**config.mk**
```make
export PLATFORM = sky130hd
export DESIGN_NAME = ram_master_seq
export DESIGN_NICKNAME = d
export VERILOG_FILES = /design/src/rtl/ram_master_seq_pkg.sv /design/src/rtl/ram_burst_ctr.sv /design/src/rtl/ram_master_seq.sv
export SDC_FILE = /design/constraint.sdc
export NUM_CORES = 1
export LEC_CHECK = 0
export ABC_CLOCK_PERIOD_IN_PS = 1700
export BUFFER_PORTS_ARGS = -buffer_cell sky130_fd_sc_hd__buf_2
export CORE_MARGIN = 4
export CORE_UTILIZATION = 35
export CTS_CLUSTER_SIZE = 8
export DETAILED_ROUTE_END_ITERATION = 8
export GPL_TIMING_DRIVEN = 0
export PLACE_DENSITY = 0.58
export SYNTH_ARGS = -nofsm -noshare
export SYNTH_HDL_FRONTEND = slang
export SYNTH_SLANG_ARGS = --single-unit
```
**constraint.sdc**
```tcl
create_clock -name clk -period 1.7 [get_ports clk]
set_clock_uncertainty 0.15 [all_clocks]
set_input_delay 0.17 -clock clk [delete_from_list [all_inputs] [get_ports clk]]
set_output_delay 0.17 -clock clk [all_outputs]
set_load 0.1 [all_outputs]
```
**src/rtl/ram_master_seq_pkg.sv**
```systemverilog
// Shared definitions for the RAM burst master: FSM state encodings, command
// direction constants and default geometry.
// Optional feature macro: RAM_MASTER_VERIFY_EN adds the write read-back states.
package ram_master_seq_pkg;

  localparam int unsigned DefaultAw = 3;
  localparam int unsigned DefaultDw = 3;

  localparam logic CmdRd = 1'b0;
  localparam logic CmdWr = 1'b1;

  typedef enum logic [2:0] {
    StIdle    = 3'd0,
    StWrWait  = 3'd1,
    StWrIssue = 3'd2,
    StRdIssue = 3'd3,
    StRdCap   = 3'd4,
    StRdRsp   = 3'd5
`ifdef RAM_MASTER_VERIFY_EN
    ,
    StVfyRd   = 3'd6,
    StVfyCap  = 3'd7
`endif
  } state_e;

endpackage

```
**src/rtl/ram_burst_ctr.sv**
```systemverilog
// Burst address/count tracker: loads start address and length on command
// accept, advances one word per step pulse with modulo-2**AW wrap.
module ram_burst_ctr #(
  parameter int unsigned AW = 3
) (
  input  logic          clk,
  input  logic          rst_n,
  input  logic          load,
  input  logic          step,
  input  logic [AW-1:0] load_addr,
  input  logic [AW-1:0] load_len,
  output logic [AW-1:0] cur_addr,
  output logic [AW-1:0] next_addr,
  output logic          last
);

  logic [AW-1:0] addr_q;
  logic [AW-1:0] count_q;
  logic [AW-1:0] len_q;

  // Address/count state; the adder width makes the wrap implicit
  always_ff @(posedge clk or negedge rst_n) begin
    if (!rst_n) begin
      addr_q  <= '0;
      count_q <= '0;
      len_q   <= '0;
    end else if (load) begin
      addr_q  <= load_addr;
      count_q <= '0;
      len_q   <= load_len;
    end else if (step) begin
      addr_q  <= next_addr;
      count_q <= count_q + AW'(1);
    end
  end

  assign cur_addr  = addr_q;
  assign next_addr = addr_q + AW'(1);
  assign last      = (count_q == len_q);

endmodule

```
**src/rtl/ram_master_seq.sv**
```systemverilog
// Burst initiator for a single-port synchronous RAM. Accepts read/write burst
// commands, streams write data in and read data out, and owns the RAM pins.
// Optional feature macro: RAM_MASTER_VERIFY_EN (read-back check, vfy_err port).
module ram_master_seq
  import ram_master_seq_pkg::*;
#(
  parameter int unsigned AW = DefaultAw,
  parameter int unsigned DW = DefaultDw
) (
  input  logic          clk,
  input  logic          rst_n,
  input  logic          cmd_valid,
  output logic          cmd_ready,
  input  logic          cmd_wr,
  input  logic [AW-1:0] cmd_addr,
  input  logic [AW-1:0] cmd_len,
  input  logic          wd_valid,
  output logic          wd_ready,
  input  logic [DW-1:0] wd_data,
  output logic          rsp_valid,
  input  logic          rsp_ready,
  output logic [DW-1:0] rsp_data,
  output logic          rsp_last,
  output logic          busy,
  output logic          ram_wr,
  output logic          ram_rd,
  output logic [AW-1:0] ram_addr,
  output logic [DW-1:0] ram_din,
  input  logic [DW-1:0] ram_dout
`ifdef RAM_MASTER_VERIFY_EN
  ,
  output logic          vfy_err
`endif
);

  state_e        state_q;
  logic [AW-1:0] cur_addr;
  logic [AW-1:0] next_addr;
  logic          last;
  logic          cmd_fire;
  logic          step;
  logic          wr_word_done;

  assign cmd_fire = (state_q == StIdle) && cmd_valid && cmd_ready;

`ifdef RAM_MASTER_VERIFY_EN
  assign wr_word_done = (state_q == StVfyCap);
`else
  assign wr_word_done = (state_q == StWrIssue);
`endif

  // Advance only between words; the final word leaves the counter untouched
  assign step = !last && (wr_word_done || ((state_q == StRdRsp) && rsp_ready));

  ram_burst_ctr #(
    .AW (AW)
  ) u_ctr (
    .clk       (clk),
    .rst_n     (rst_n),
    .load      (cmd_fire),
    .step      (step),
    .load_addr (cmd_addr),
    .load_len  (cmd_len),
    .cur_addr  (cur_addr),
    .next_addr (next_addr),
    .last      (last)
  );

  // Burst FSM; every output is registered and strobes default low each cycle
  always_ff @(posedge clk or negedge rst_n) begin
    if (!rst_n) begin
      state_q   <= StIdle;
      cmd_ready <= 1'b0;
      wd_ready  <= 1'b0;
      rsp_valid <= 1'b0;
      rsp_data  <= '0;
      rsp_last  <= 1'b0;
      busy      <= 1'b0;
      ram_wr    <= 1'b0;
      ram_rd    <= 1'b0;
      ram_addr  <= '0;
      ram_din   <= '0;
`ifdef RAM_MASTER_VERIFY_EN
      vfy_err   <= 1'b0;
`endif
    end else begin
      ram_wr <= 1'b0;
      ram_rd <= 1'b0;
      unique case (state_q)
        StIdle: begin
          cmd_ready <= 1'b1;
          if (cmd_fire) begin
            cmd_ready <= 1'b0;
            busy      <= 1'b1;
            if (cmd_wr == CmdWr) begin
              state_q  <= StWrWait;
              wd_ready <= 1'b1;
            end else begin
              // Counter loads on this edge, so use the command address directly
              state_q  <= StRdIssue;
              ram_rd   <= 1'b1;
              ram_addr <= cmd_addr;
            end
          end
        end
        StWrWait: begin
          if (wd_valid && wd_ready) begin
            state_q  <= StWrIssue;
            wd_ready <= 1'b0;
            ram_wr   <= 1'b1;
            ram_addr <= cur_addr;
            ram_din  <= wd_data;
          end
        end
`ifdef RAM_MASTER_VERIFY_EN
        StWrIssue: begin
          // Read back the word just written; ram_addr is still held
          state_q <= StVfyRd;
          ram_rd  <= 1'b1;
        end
        StVfyRd: begin
          state_q <= StVfyCap;
        end
        StVfyCap: begin
          if (ram_dout != ram_din) vfy_err <= 1'b1;
          if (last) begin
            state_q   <= StIdle;
            busy      <= 1'b0;
            cmd_ready <= 1'b1;
          end else begin
            state_q  <= StWrWait;
            wd_ready <= 1'b1;
          end
        end
`else
        StWrIssue: begin
          if (last) begin
            state_q   <= StIdle;
            busy      <= 1'b0;
            cmd_ready <= 1'b1;
          end else begin
            state_q  <= StWrWait;
            wd_ready <= 1'b1;
          end
        end
`endif
        StRdIssue: begin
          state_q <= StRdCap;
        end
        StRdCap: begin
          state_q   <= StRdRsp;
          rsp_data  <= ram_dout;
          rsp_valid <= 1'b1;
          rsp_last  <= last;
        end
        StRdRsp: begin
          if (rsp_ready) begin
            rsp_valid <= 1'b0;
            rsp_last  <= 1'b0;
            if (rsp_last) begin
              state_q   <= StIdle;
              busy      <= 1'b0;
              cmd_ready <= 1'b1;
            end else begin
              // Counter steps on this edge, so issue the incremented address
              state_q  <= StRdIssue;
              ram_rd   <= 1'b1;
              ram_addr <= next_addr;
            end
          end
        end
        default: begin
          state_q <= StIdle;
        end
      endcase
    end
  end

endmodule

```
# ---- Word level (Yosys, flattened, before mapping)
# Index checks and enable logic that the tools add are counted.
dict set report classes {
  n_reduce_logical 20
  n_addsub 2
  n_mux 42
  n_eq_ne 15
}
# op count
set op_table {}
lappend op_table {{$mux W3} 12}
lappend op_table {{$mux W1} 20}
lappend op_table {{$ne A2 B2 Y1 const B} 9}
lappend op_table {{$pmux W3 S6} 1}
lappend op_table {{$reduce_and A5 Y1} 2}
lappend op_table {{$pmux W1 S3} 3}
lappend op_table {{$pmux W3 S3} 1}
lappend op_table {{$reduce_bool A3 Y1} 3}
lappend op_table {{$add A3 B1 Y3 const B} 2}
lappend op_table {{$eq A3 B2 Y1 const B} 2}
lappend op_table {{$eq A3 B3 Y1 const B} 2}
lappend op_table {{$pmux W1 S2} 3}
lappend op_table {{$reduce_and A6 Y1} 1}
lappend op_table {{$logic_and A1 B1 Y1} 5}
lappend op_table {{$mux W2} 2}
lappend op_table {{$reduce_and A2 Y1} 2}
lappend op_table {{$reduce_and A4 Y1} 1}
lappend op_table {{$reduce_bool A2 Y1} 2}
lappend op_table {{$eq A3 B1 Y1 const B} 1}
lappend op_table {{$eq A3 B3 Y1} 1}
lappend op_table {{$logic_not A3 Y1} 1}
lappend op_table {{$reduce_and A3 Y1} 1}
lappend op_table {{$logic_not A1 Y1} 1}
lappend op_table {{$logic_or A1 B1 Y1} 1}
dict set report word_totals {
  ff_bits 28
  word_cells 93
  output_inout_bits 16
  inputBits 18
}

# ---- Longest topological paths before layout
# Gate-level depths: netlist (run 1).
dict set report depth {
  ltp_word 6
  mapped_depth 6
  mapped_depth_nobuf 5
}

# ---- Cells and area by module
# A second synthesis (run 1) with hierarchy kept.
dict set report unflattened {
  cells_unflattened 126
  area_unflattened_um2 1428.9
}
# module cells_each n_inst area_per_inst_um2
set modules_own_cells {}
lappend modules_own_cells {ram_master_seq 87 1 967.2}
lappend modules_own_cells {ram_burst_ctr 39 1 461.7}

# ---- Least setup slack after synthesis (run 1)
# OpenSTA, ideal clock, no wires.
dict set report synth_path {
  kind {reg2reg}
  from {reg wd_ready}
  to {reg ram_addr[0]}
  t_arrival_ns 1.744
  required_time_ns 1.424
  stages_incl_launch_ff 5
  period_less_slack_ns 2.020
  setup_slack_ns -0.320
  path_buffers 0
  cell_sequence {dfrtp_1 nand3b_1 a31oi_1 nand3b_1 mux2_2}
}
dict set report synth_between {
  elab_chain_len 3
}
# element line_no
set synth_lines {}
lappend synth_lines {{from (decl)} ram_master_seq.sv:18} ;# output logic wd_ready,
lappend synth_lines {{from (signal assigned)} ram_master_seq.sv:74} ;# wd_ready <= 1'b0;
lappend synth_lines {{from (signal assigned)} ram_master_seq.sv:97} ;# wd_ready <= 1'b1;
lappend synth_lines {{from (signal assigned)} ram_master_seq.sv:109} ;# wd_ready <= 1'b0;
lappend synth_lines {{$logic_and A1 B1 Y1} ram_master_seq.sv:107} ;# if (wd_valid && wd_ready) begin
lappend synth_lines {{$ne A2 B2 Y1 (no source line)} --}
lappend synth_lines {{$reduce_and A6 Y1 (no source line)} --}
lappend synth_lines {{to (signal assigned)} ram_master_seq.sv:102} ;# ram_addr <= cmd_addr;
lappend synth_lines {{to (signal assigned)} ram_master_seq.sv:111} ;# ram_addr <= cur_addr;
lappend synth_lines {{to (signal assigned)} ram_master_seq.sv:168} ;# ram_addr <= next_addr;
lappend synth_lines {{to (decl)} ram_master_seq.sv:27} ;# output logic [AW-1:0] ram_addr,
# Every way passes these cells.
# A chain may end at the register's enable or synchronous reset.

# ---- Worst setup path after layout (run 1)
dict set report layout_path {
  from {reg state_q[1]}
  to {reg ram_addr[0]}
}
dict set report layout_between {
  elab_chain_len 5
}
# element line_no
set layout_lines {}
lappend layout_lines {{from (decl)} ram_master_seq.sv:36} ;# state_e state_q;
lappend layout_lines {{from (signal assigned)} ram_master_seq.sv:72} ;# state_q <= StIdle;
lappend layout_lines {{from (signal assigned)} ram_master_seq.sv:96} ;# state_q <= StWrWait;
lappend layout_lines {{from (signal assigned)} ram_master_seq.sv:100} ;# state_q <= StRdIssue;
lappend layout_lines {{$logic_not A3 Y1} {ram_master_seq.sv:44, ram_master_seq.sv:89}}
lappend layout_lines {{$logic_and A1 B1 Y1 (2 in a row)} ram_master_seq.sv:44} ;# assign cmd_fire = (state_q == StIdle) && cmd_valid && cmd_ready;
lappend layout_lines {{$ne A2 B2 Y1 (no source line)} --}
lappend layout_lines {{$reduce_and A6 Y1 (no source line)} --}
# Several ways; a longest one is shown, not always the timed one.

==> results.sh, run 1 <==
export IMPL_outcome="complete, but fails checks"
export IMPL_failed_checks="negative setup slack"
export IMPL_max_clock_path_buffers=2
export IMPL_clk_latency_ns=0.27
export IMPL_crit_path_end="ram_addr[0]$_DFFE_PN0P_"
export IMPL_synth_edf_count=0
export IMPL_crit_path_max_fanout=5
export IMPL_r2r_end="ram_addr[0]$_DFFE_PN0P_"
export IMPL_wl_um=3118
export IMPL_fin_nets=205
export IMPL_floorplan_die_area_sq_um=4987
export IMPL_syn_area_sq_um=1373
export IMPL_grt_max_degree=29
export IMPL_dr_first_iter_drc_count=47
export IMPL_cts_max_level=1
export IMPL_cts_tree="yes"
export IMPL_finalCritPeriodShare_pct=103.2
export IMPL_synth_distinct_cells=34
export IMPL_ff2ff_setup_slack_ns=-0.05
export IMPL_critical_path_class="reg2reg"
export IMPL_syn2layout_area_growth_pct=41.39
export IMPL_drive_gt1_share_pct=42.39
export IMPL_setup_viol=6
export IMPL_first_global_vias=1207
export IMPL_n_antenna_cell=0
export IMPL_cap_violations=0
export IMPL_first_pass_iters=4
export IMPL_hold_viol_final=0
export IMPL_dieHeight_um=70.62
export IMPL_max_freq_mhz=570.1
export IMPL_rsz0062_at_grt="true"
export IMPL_hpwlAfterDp_um=2134
export IMPL_synth_main_ff_cell="dfrtp_1"
export IMPL_cp_end_kind="flop"
export IMPL_start_util_pct=36.94
export IMPL_ant_nets=0
export IMPL_finalWorstSetupSlack_ns=-0.05399
export IMPL_grt_overflow=0
export IMPL_nFillCells=343
export IMPL_fin_crit_ns=1.754
export IMPL_arrival_ns=1.77
export IMPL_grt_usage_pct=13.26
export IMPL_grt_antenna_before_repair=0
export IMPL_tightest_slew_ns=0.6241
export IMPL_clkTransAtPathRegs_ns=0.10
export IMPL_finalWeightedCongestion=0.8439
export IMPL_post_drt_wl_per_cell_um=13.44
export IMPL_numCtsBuffers=3
export IMPL_synthArstFlopShare_pct=100.0
export IMPL_pin_count=34
export IMPL_synth_cells=130
export IMPL_r2r_start="state_q[1]$_DFFE_PN0P_"
export IMPL_worst_r2r_path_depth=4
export IMPL_vias_per_cell=4.966
export IMPL_die_w_um=70.62
export IMPL_cts_root_buf="clkbuf_8"
export IMPL_slew_viol_final=0
export IMPL_whs_ns=0.01124
export IMPL_portBuffers=33
export IMPL_placed_cells=211
export IMPL_clock_sinks=28
export IMPL_synth_nets=150
export IMPL_cp_data_required_time_ns=1.71
export IMPL_grt_pass1_wl_um=5478
export IMPL_syn_avg_cell_area_sq_um=10.56
export IMPL_hold_path_depth=3
export IMPL_hp_class="in2reg"
export IMPL_yosys_warnings=0
export IMPL_rows=22
export IMPL_yosysSeqAreaShare_pct=51.05
export IMPL_crit_path_start="state_q[1]$_DFFE_PN0P_"
export IMPL_ys_ff_latch=28
export IMPL_slew_limit_headroom_pct=58.39
export IMPL_drc=0
export IMPL_vias=1152
export IMPL_start_kind="flop"
export IMPL_coreArea_sq_um=3716
export IMPL_fin_cells=232
==> worst min path at each step <==
stage	startpoint	to	slack (ns)
4_1_cts	cmd_addr[2]	u_ctr.cur_addr[2]$_DFFE_PN0P_	0.01
3_5_place_dp	rst_n	ram_addr[1]$_DFFE_PN0P_	0.08
5_1_grt	cmd_addr[2]	u_ctr.cur_addr[2]$_DFFE_PN0P_	0.03
3_3_place_gp	rst_n	ram_addr[1]$_DFFE_PN0P_	0.07
6_report	cmd_addr[2]	u_ctr.cur_addr[2]$_DFFE_PN0P_	0.01
2_1_floorplan	rst_n	busy$_DFFE_PN0P_	-0.28
==> worst max-delay path: stages, from the launching register on <==
cell	delay [ns]
dfrtp_2	0.46
nor3_4	0.22
a21boi_4	0.21
nand3b_1	0.27
mux2_4	0.33
==> metal layers <==
layer  GRT usage [%]  up-vias  routed length (um)
met4           3.758        0                  32
li1                -      566                   -
met3           2.131        4                 123
met2           21.00       25                1505
met5               0        -                   0
met1           18.86      557                1456
==> cells in the mapped netlist (2+ instances only) <==
library cell | number | area (sq um)
nand3_1 | 5 | 25.02
nand2_1 | 22 | 82.58
nor3_2 | 2 | 20.02
a31oi_1 | 2 | 12.51
buf_2 | 2 | 10.01
nand2b_1 | 2 | 12.51
a21oi_1 | 4 | 20.02
o22ai_1 | 3 | 18.77
nor2_1 | 4 | 15.01
ha_1 | 2 | 25.02
inv_1 | 8 | 30.03
mux2_2 | 9 | 101.4
mux2i_1 | 2 | 20.02
o221a_1 | 2 | 22.52
dfrtp_1 | 28 | 700.7
nand3b_1 | 3 | 22.52
o21ai_0 | 9 | 45.04
xnor2_1 | 5 | 43.79
==> kinds of logic (layout without fill, tap and decap cells) <==
logic type	count (synthesis)	after routing	share of synthesized area (%)
simple gates	45	45	16.86
xor+xnor	5	5	3.190
compound gates	27	27	14.22
fa+ha+maj	2	2	1.823
mux	11	11	8.843
flops	28	28	51.05
buf+inv	12	66	4.011
==> stage by stage <==
| stage | area (sq um) | setup WS [ns] | utilization, % | TNS [ns] |
|---|---|---|---|---|
| after floorplan | 1385 | 0.002113 | - | 0 |
| after global placement | 1610 | -0.1590 | 43.33 | -1.009 |
| after detailed placement | 1610 | -0.1817 | 43.33 | -1.257 |
| after CTS | 1903 | -0.05729 | 51.21 | -0.2766 |
| after global routing | 1941 | -0.1502 | 52.22 | -0.8178 |
| final | 1941 | -0.05399 | 52.22 | -0.1991 |
==> state kept, by name, indices dropped and copies added (netlist names) <==
| signal | count |
|---|---|
| rsp_data | 3 |
| ram_wr | 1 |
| u_ctr.cur_addr | 3 |
| ram_addr | 3 |
| u_ctr.len_q | 3 |
| wd_ready | 1 |
| rsp_last | 1 |
| cmd_ready | 1 |
| ram_din | 3 |
| ram_rd | 1 |
| state_q | 3 |
| rsp_valid | 1 |
| busy | 1 |
| u_ctr.count_q | 3 |
==> layout by cell type, fill, tap and decap left out, types with 2 or more instances in the layout <==
cell type,instances
dlygate4sd3_1,11
xnor2_2,3
clkbuf_8,3
nand2_2,2
buf_2,33
nand3b_1,3
nor2_1,3
a31oi_1,2
o22ai_1,3
dfrtp_4,2
buf_4,6
dfrtp_1,22
ha_1,2
buf_6,4
nor3_4,2
o21ai_2,2
nand2b_1,2
mux2_2,6
a21oi_1,4
mux2_4,3
nand2_1,20
mux2i_1,2
nand3_1,4
xnor2_1,2
o21ai_0,7
o221a_1,2
dfrtp_2,4
inv_1,8
==> final cells by class <==
class	count	area, sq um	share of cell area, %
clock buffer	3	41.29	2.128
clock inverter	1	30.03	1.547
buffer	2	18.77	0.9671
sequential	28	713.2	36.75
inverter	8	30.03	1.547
timing repair buffer	52	346.6	17.86
multi-input combinational	90	700.7	36.11
tap	48	60.06	3.095
==> what timing repair did <==
action | CTS | global route
pin swaps | 8 | 5
setup buffers | 7 | 1
endpoints found under the setup margin | 14 | 12
endpoints found under the hold margin | 38 | 0
resized for setup | 15 | 13
hold buffers | 11 | 0
Power of run 1 is left out: the tool's default activity adds up to more than one toggle a clock period on the data nets, which glitch-free logic cannot reach.
==> inputs of run 2 (changes only) <==
- ABC_CLOCK_PERIOD_IN_PS: 1700 -> 1550
- clock period: 1.7 -> 1.55 ns (I/O delays scaled with it)
==> run 2 against run 1 <==
  * The run still ends with negative setup slack left
  * Core utilization up 2.7 points
  * Critical path type unchanged
  * Via count up 6.5%
  * Clock-buffer cell count up 1
  * Maximum frequency down 1.6%
  * Global-route usage up 0.71 points
  * First-iteration DRC count up 70%
  * Cell count up 2.2%
==> results.sh, run 2 (same netlist as run 1, synthesis figures left out) <==
export IMPL_outcome="complete, but fails checks"
export IMPL_failed_checks="negative setup slack"
export IMPL_clock_sinks=28
export IMPL_hold_viol_final=0
export IMPL_post_drt_wl_per_cell_um=14.82
export IMPL_grt_busiest_layer="met2"
export IMPL_grt_max_degree=29
export IMPL_cts_tree="yes"
export IMPL_max_freq_mhz=561.3
export IMPL_grt_usage_pct=13.97
export IMPL_rsz0062_at_grt="true"
export IMPL_clk_latency_ns=0.27
export IMPL_worstPathCellList="buf_6 -> nor3_4 -> a21boi_4 -> nand3b_1 -> mux2_4"
export IMPL_cts_root_buf="clkbuf_8"
export IMPL_whs_ns=0.03342
export IMPL_setup_viol=16
export IMPL_slew_limit_headroom_pct=58.27
export IMPL_finalWeightedCongestion=0.8959
export IMPL_cap_violations=0
export IMPL_coreArea_sq_um=3716
export IMPL_r2r_start="state_q[2]$_DFFE_PN0P_"
export IMPL_drive_gt1_share_pct=48.15
export IMPL_dr_first_iter_drc_count=80
export IMPL_first_global_vias=1255
export IMPL_max_stage_delay_ns=0.44
export IMPL_drc=0
export IMPL_cts_max_level=1
export IMPL_max_clock_path_buffers=2
export IMPL_slew_viol_final=0
export IMPL_ant_nets=0
export IMPL_pin_count=34
export IMPL_grt_pass1_wl_um=5796
export IMPL_globalRouteMet2Util_pct=22.97
export IMPL_cpMaxStageDelayCell="dfrtp_2"
export IMPL_hold_start="wd_valid"
export IMPL_pre_cts_slack_ns=-0.2983
export IMPL_cp_data_required_time_ns=1.56
export IMPL_worst_r2r_path_depth=5
export IMPL_tightest_slew_ns=0.6259
export IMPL_hold_path_end="ram_wr$_DFF_PN0_"
export IMPL_start_kind="flop"
export IMPL_fin_nets=210
export IMPL_first_pass_iters=4
export IMPL_die_w_um=70.62
export IMPL_critPathTopFamily="flip-flops"
export IMPL_hp_class="in2reg"
export IMPL_rows=22
export IMPL_nFillCells=337
export IMPL_fin_crit_ns=1.782
export IMPL_syn2layout_area_growth_pct=48.77
export IMPL_mostFrequentLayoutCells="34 x buf_2, 22 x dfrtp_1, 18 x nand2_1"
export IMPL_vias=1227
export IMPL_ff2ff_setup_slack_ns=-0.23
export IMPL_vias_per_cell=5.177
export IMPL_grt_overflow=0
export IMPL_grt_antenna_before_repair=0
export IMPL_hold_path_depth=3
export IMPL_hpwlAfterDp_um=2314
export IMPL_arrival_ns=1.80
export IMPL_use_met3_pct=2.557
export IMPL_r2r_end="ram_addr[2]$_DFFE_PN0P_"
export IMPL_mostFrequentLayoutCell="buf_2"
export IMPL_crit_cells=5
export IMPL_clkTransAtPathRegs_ns=0.09
export IMPL_portBuffers=33
export IMPL_crit_buf_inv=1
export IMPL_finalWorstSetupSlack_ns=-0.2317
export IMPL_numCtsBuffers=3
export IMPL_start_util_pct=36.94
export IMPL_wl_um=3512
export IMPL_cp_end_kind="flop"
export IMPL_floorplan_die_area_sq_um=4987
export IMPL_n_antenna_cell=0
export IMPL_critical_path_class="reg2reg"
export IMPL_finalCritPeriodShare_pct=115.0
export IMPL_dieHeight_um=70.62
export IMPL_grt_met1_usage_pct=18.84
export IMPL_crit_path_max_fanout=4
-- run 2: metrics by stage --
| stage | setup TNS [ns] | std cells | instance area (sq um) | utilization [%] |
|---|---|---|---|---|
| floorplan | -0.8894 | 130 | 1430 | - |
| global placement | -2.773 | 211 | 1655 | 44.55 |
| detailed placement | -2.965 | 211 | 1655 | 44.55 |
| CTS | -1.833 | 235 | 1971 | 53.03 |
| global route | -3.153 | 237 | 2042 | 54.95 |
| finish | -1.935 | 237 | 2042 | 54.95 |
-- run 2: worst max path at each step --
stage,start,to,slack [ns]
3_5_place_dp,state_q[2]$_DFFE_PN0P_,rsp_data[0]$_DFFE_PN0P_,-0.30
6_report,state_q[2]$_DFFE_PN0P_,ram_addr[2]$_DFFE_PN0P_,-0.23
3_3_place_gp,state_q[2]$_DFFE_PN0P_,rsp_data[2]$_DFFE_PN0P_,-0.25
4_1_cts,state_q[2]$_DFFE_PN0P_,ram_addr[1]$_DFFE_PN0P_,-0.20
5_1_grt,state_q[2]$_DFFE_PN0P_,ram_addr[1]$_DFFE_PN0P_,-0.30
2_1_floorplan,cmd_ready$_DFFE_PN0P_,u_ctr.cur_addr[1]$_DFFE_PN0P_,-0.09
-- run 2: worst register-to-register path: stages (launching register included) --
cell,delay [ns]
dfrtp_2,0.44
buf_6,0.13
nor3_4,0.14
a21boi_4,0.22
nand3b_1,0.26
mux2_4,0.33
-- run 2: routing by layer --
metal | up-vias | wire, um
met1 | 629 | 1504
li1 | 574 | -
met5 | - | 0
met4 | 0 | 9
met2 | 22 | 1866
met3 | 2 | 132
-- run 2: area by class of cell --
| cell class | count | area, sq um | area share (%) |
|---|---|---|---|
| multi-input combinational | 90 | 773.2 | 37.87 |
| sequential | 28 | 713.2 | 34.93 |
| timing repair buffer | 57 | 394.1 | 19.30 |
| tap | 48 | 60.06 | 2.941 |
| clock buffer | 4 | 55.05 | 2.696 |
| inverter | 8 | 30.03 | 1.471 |
| buffer | 2 | 16.27 | 0.7966 |
-- run 2: repair_timing --
| action | CTS | global route |
|---|---|---|
| hold buffers | 12 | 0 |
| resized for setup | 22 | 16 |
| hold endpoints to repair | 39 | 0 |
| setup endpoints to repair | 16 | 24 |
| buffers inserted | 9 | 4 |
| pin swaps | 10 | 8 |
Power of run 2 is left out for the same reason.
==> inputs of run 3 (changes only) <==
- RECOVER_POWER: not set -> 50
==> run 3 against run 2 <==
  * The flow still finishes with violations (negative setup slack)
  * Worst setup slack unchanged
  * Critical path depth unchanged
  * Global-route usage unchanged
  * Cell area unchanged
==> results.sh, run 3 (same netlist as run 1, synthesis figures left out) <==
export IMPL_post_drt_wl_per_cell_um=14.82
export IMPL_critical_path_class="reg2reg"
export IMPL_crit_path_max_fanout=4
export IMPL_coreArea_sq_um=3716
export IMPL_setup_viol=16
export IMPL_syn2layout_area_growth_pct=48.77
export IMPL_hold_path_depth=3
export IMPL_clkTransAtPathRegs_ns=0.09
export IMPL_slew_viol_final=0
export IMPL_die_w_um=70.62
export IMPL_pin_count=34
export IMPL_nFillCells=337
export IMPL_floorplan_die_area_sq_um=4987
export IMPL_clock_sinks=28
export IMPL_multi_input_area_sq_um=773.2
export IMPL_portBuffers=33
export IMPL_max_freq_mhz=561.3
export IMPL_drc=0
export IMPL_hold_viol_final=0
export IMPL_mostFrequentLayoutCell="buf_2"
export IMPL_tightest_slew_ns=0.6963
export IMPL_arrival_ns=1.80
export IMPL_vias_per_cell=5.177
export IMPL_cts_root_buf="clkbuf_8"
export IMPL_cts_max_level=1
export IMPL_cpMaxStageDelayCell="dfrtp_2"
export IMPL_first_pass_iters=4
export IMPL_cp_data_required_time_ns=1.56
export IMPL_max_stage_delay_ns=0.44
export IMPL_grt_pass1_wl_um=5796
export IMPL_regArea_sq_um=713.2
export IMPL_clk_latency_ns=0.27
export IMPL_rsz0062_at_grt="true"
export IMPL_fin_nets=210
export IMPL_failed_checks="negative setup slack"
export IMPL_finalWeightedCongestion=0.8959
export IMPL_hpwlAfterDp_um=2314
export IMPL_mostFrequentLayoutCells="33 x buf_2, 22 x dfrtp_1, 18 x nand2_1"
export IMPL_slew_limit_headroom_pct=53.58
export IMPL_dieHeight_um=70.62
export IMPL_cp_end_kind="flop"
export IMPL_pre_cts_slack_ns=-0.2983
export IMPL_final_util_pct=54.95
export IMPL_hp_class="in2reg"
export IMPL_dr_first_iter_drc_count=80
export IMPL_first_global_vias=1255
export IMPL_grt_max_degree=29
export IMPL_finalCritPeriodShare_pct=115.0
export IMPL_n_antenna_cell=0
export IMPL_outcome="complete, but fails checks"
export IMPL_fin_crit_ns=1.782
export IMPL_rows=22
export IMPL_ant_nets=0
export IMPL_place_area_sq_um=1655
export IMPL_grt_usage_pct=13.97
export IMPL_cap_violations=0
export IMPL_whs_ns=0.03342
export IMPL_fin_area_sq_um=2042
export IMPL_worstPathCellList="buf_6 -> nor3_4 -> a21boi_4 -> nand3b_1 -> mux2_4"
export IMPL_vias=1227
export IMPL_cts_tree="yes"
export IMPL_grt_overflow=0
export IMPL_worst_r2r_path_depth=5
export IMPL_start_kind="flop"
export IMPL_wl_um=3512
export IMPL_numCtsBuffers=3
export IMPL_finalWorstSetupSlack_ns=-0.2317
export IMPL_max_clock_path_buffers=2
export IMPL_grt_antenna_before_repair=0
export IMPL_start_util_pct=36.94
export IMPL_drive_gt1_share_pct=48.15
-- run 3: final cells by class --
type	count	share of cell area (%)
Timing Repair Buffer	57	19.30
Inverter	8	1.471
Buffer	2	0.7966
Clock buffer	4	2.696
Multi-Input combinational cell	90	37.87
Sequential cell	28	34.93
Tap cell	48	2.941
-- run 3: what timing repair did --
item | in CTS | in global routing
endpoints found under the hold margin | 39 | 0
setup endpoints to repair | 16 | 24
pin swaps | 10 | 8
buffers inserted | 9 | 4
hold buffers | 12 | 0
resized for setup | 22 | 16
-- run 3: path summary, 6_finish.rpt --
path                                         startpoint                       to  slack (ns)
worst max-delay path             state_q[2]$_DFFE_PN0P_  ram_addr[2]$_DFFE_PN0P_       -0.23
worst min register to register  rsp_data[2]$_DFFE_PN0P_  rsp_data[2]$_DFFE_PN0P_        0.36
max in group asynchronous                         rst_n     wd_ready$_DFFE_PN0P_        0.44
worst min-delay path                           wd_valid         ram_wr$_DFF_PN0_        0.03
worst max register to register   state_q[2]$_DFFE_PN0P_  ram_addr[2]$_DFFE_PN0P_       -0.23
min in group asynchronous                         rst_n    cmd_ready$_DFFE_PN0P_        0.30
-- run 3: critical path: cells and delay by family, from the launching register on --
kind                   cells  cell delay (ns)
AO/OA/AOI/OAI              1             0.22
buffers and inverters      1             0.13
flip-flops                 1             0.44
multiplexers               1             0.33
AND/OR/NAND/NOR            2             0.40
-- run 3: stage by stage --
step | setup TNS (ns) | cells
global route | -3.153 | 237
finish | -1.935 | 237
floorplan | -0.8894 | 130
global placement | -2.773 | 211
CTS | -1.833 | 235
detailed placement | -2.965 | 211
-- run 3: per-layer routing --
layer,up-vias,global-route usage [%],wire [um]
li1,574,-,-
met3,2,2.557,132
met2,22,22.97,1866
met4,0,4.175,9
met1,629,18.84,1503
met5,-,0,0
Power of run 3 is left out for the same reason.
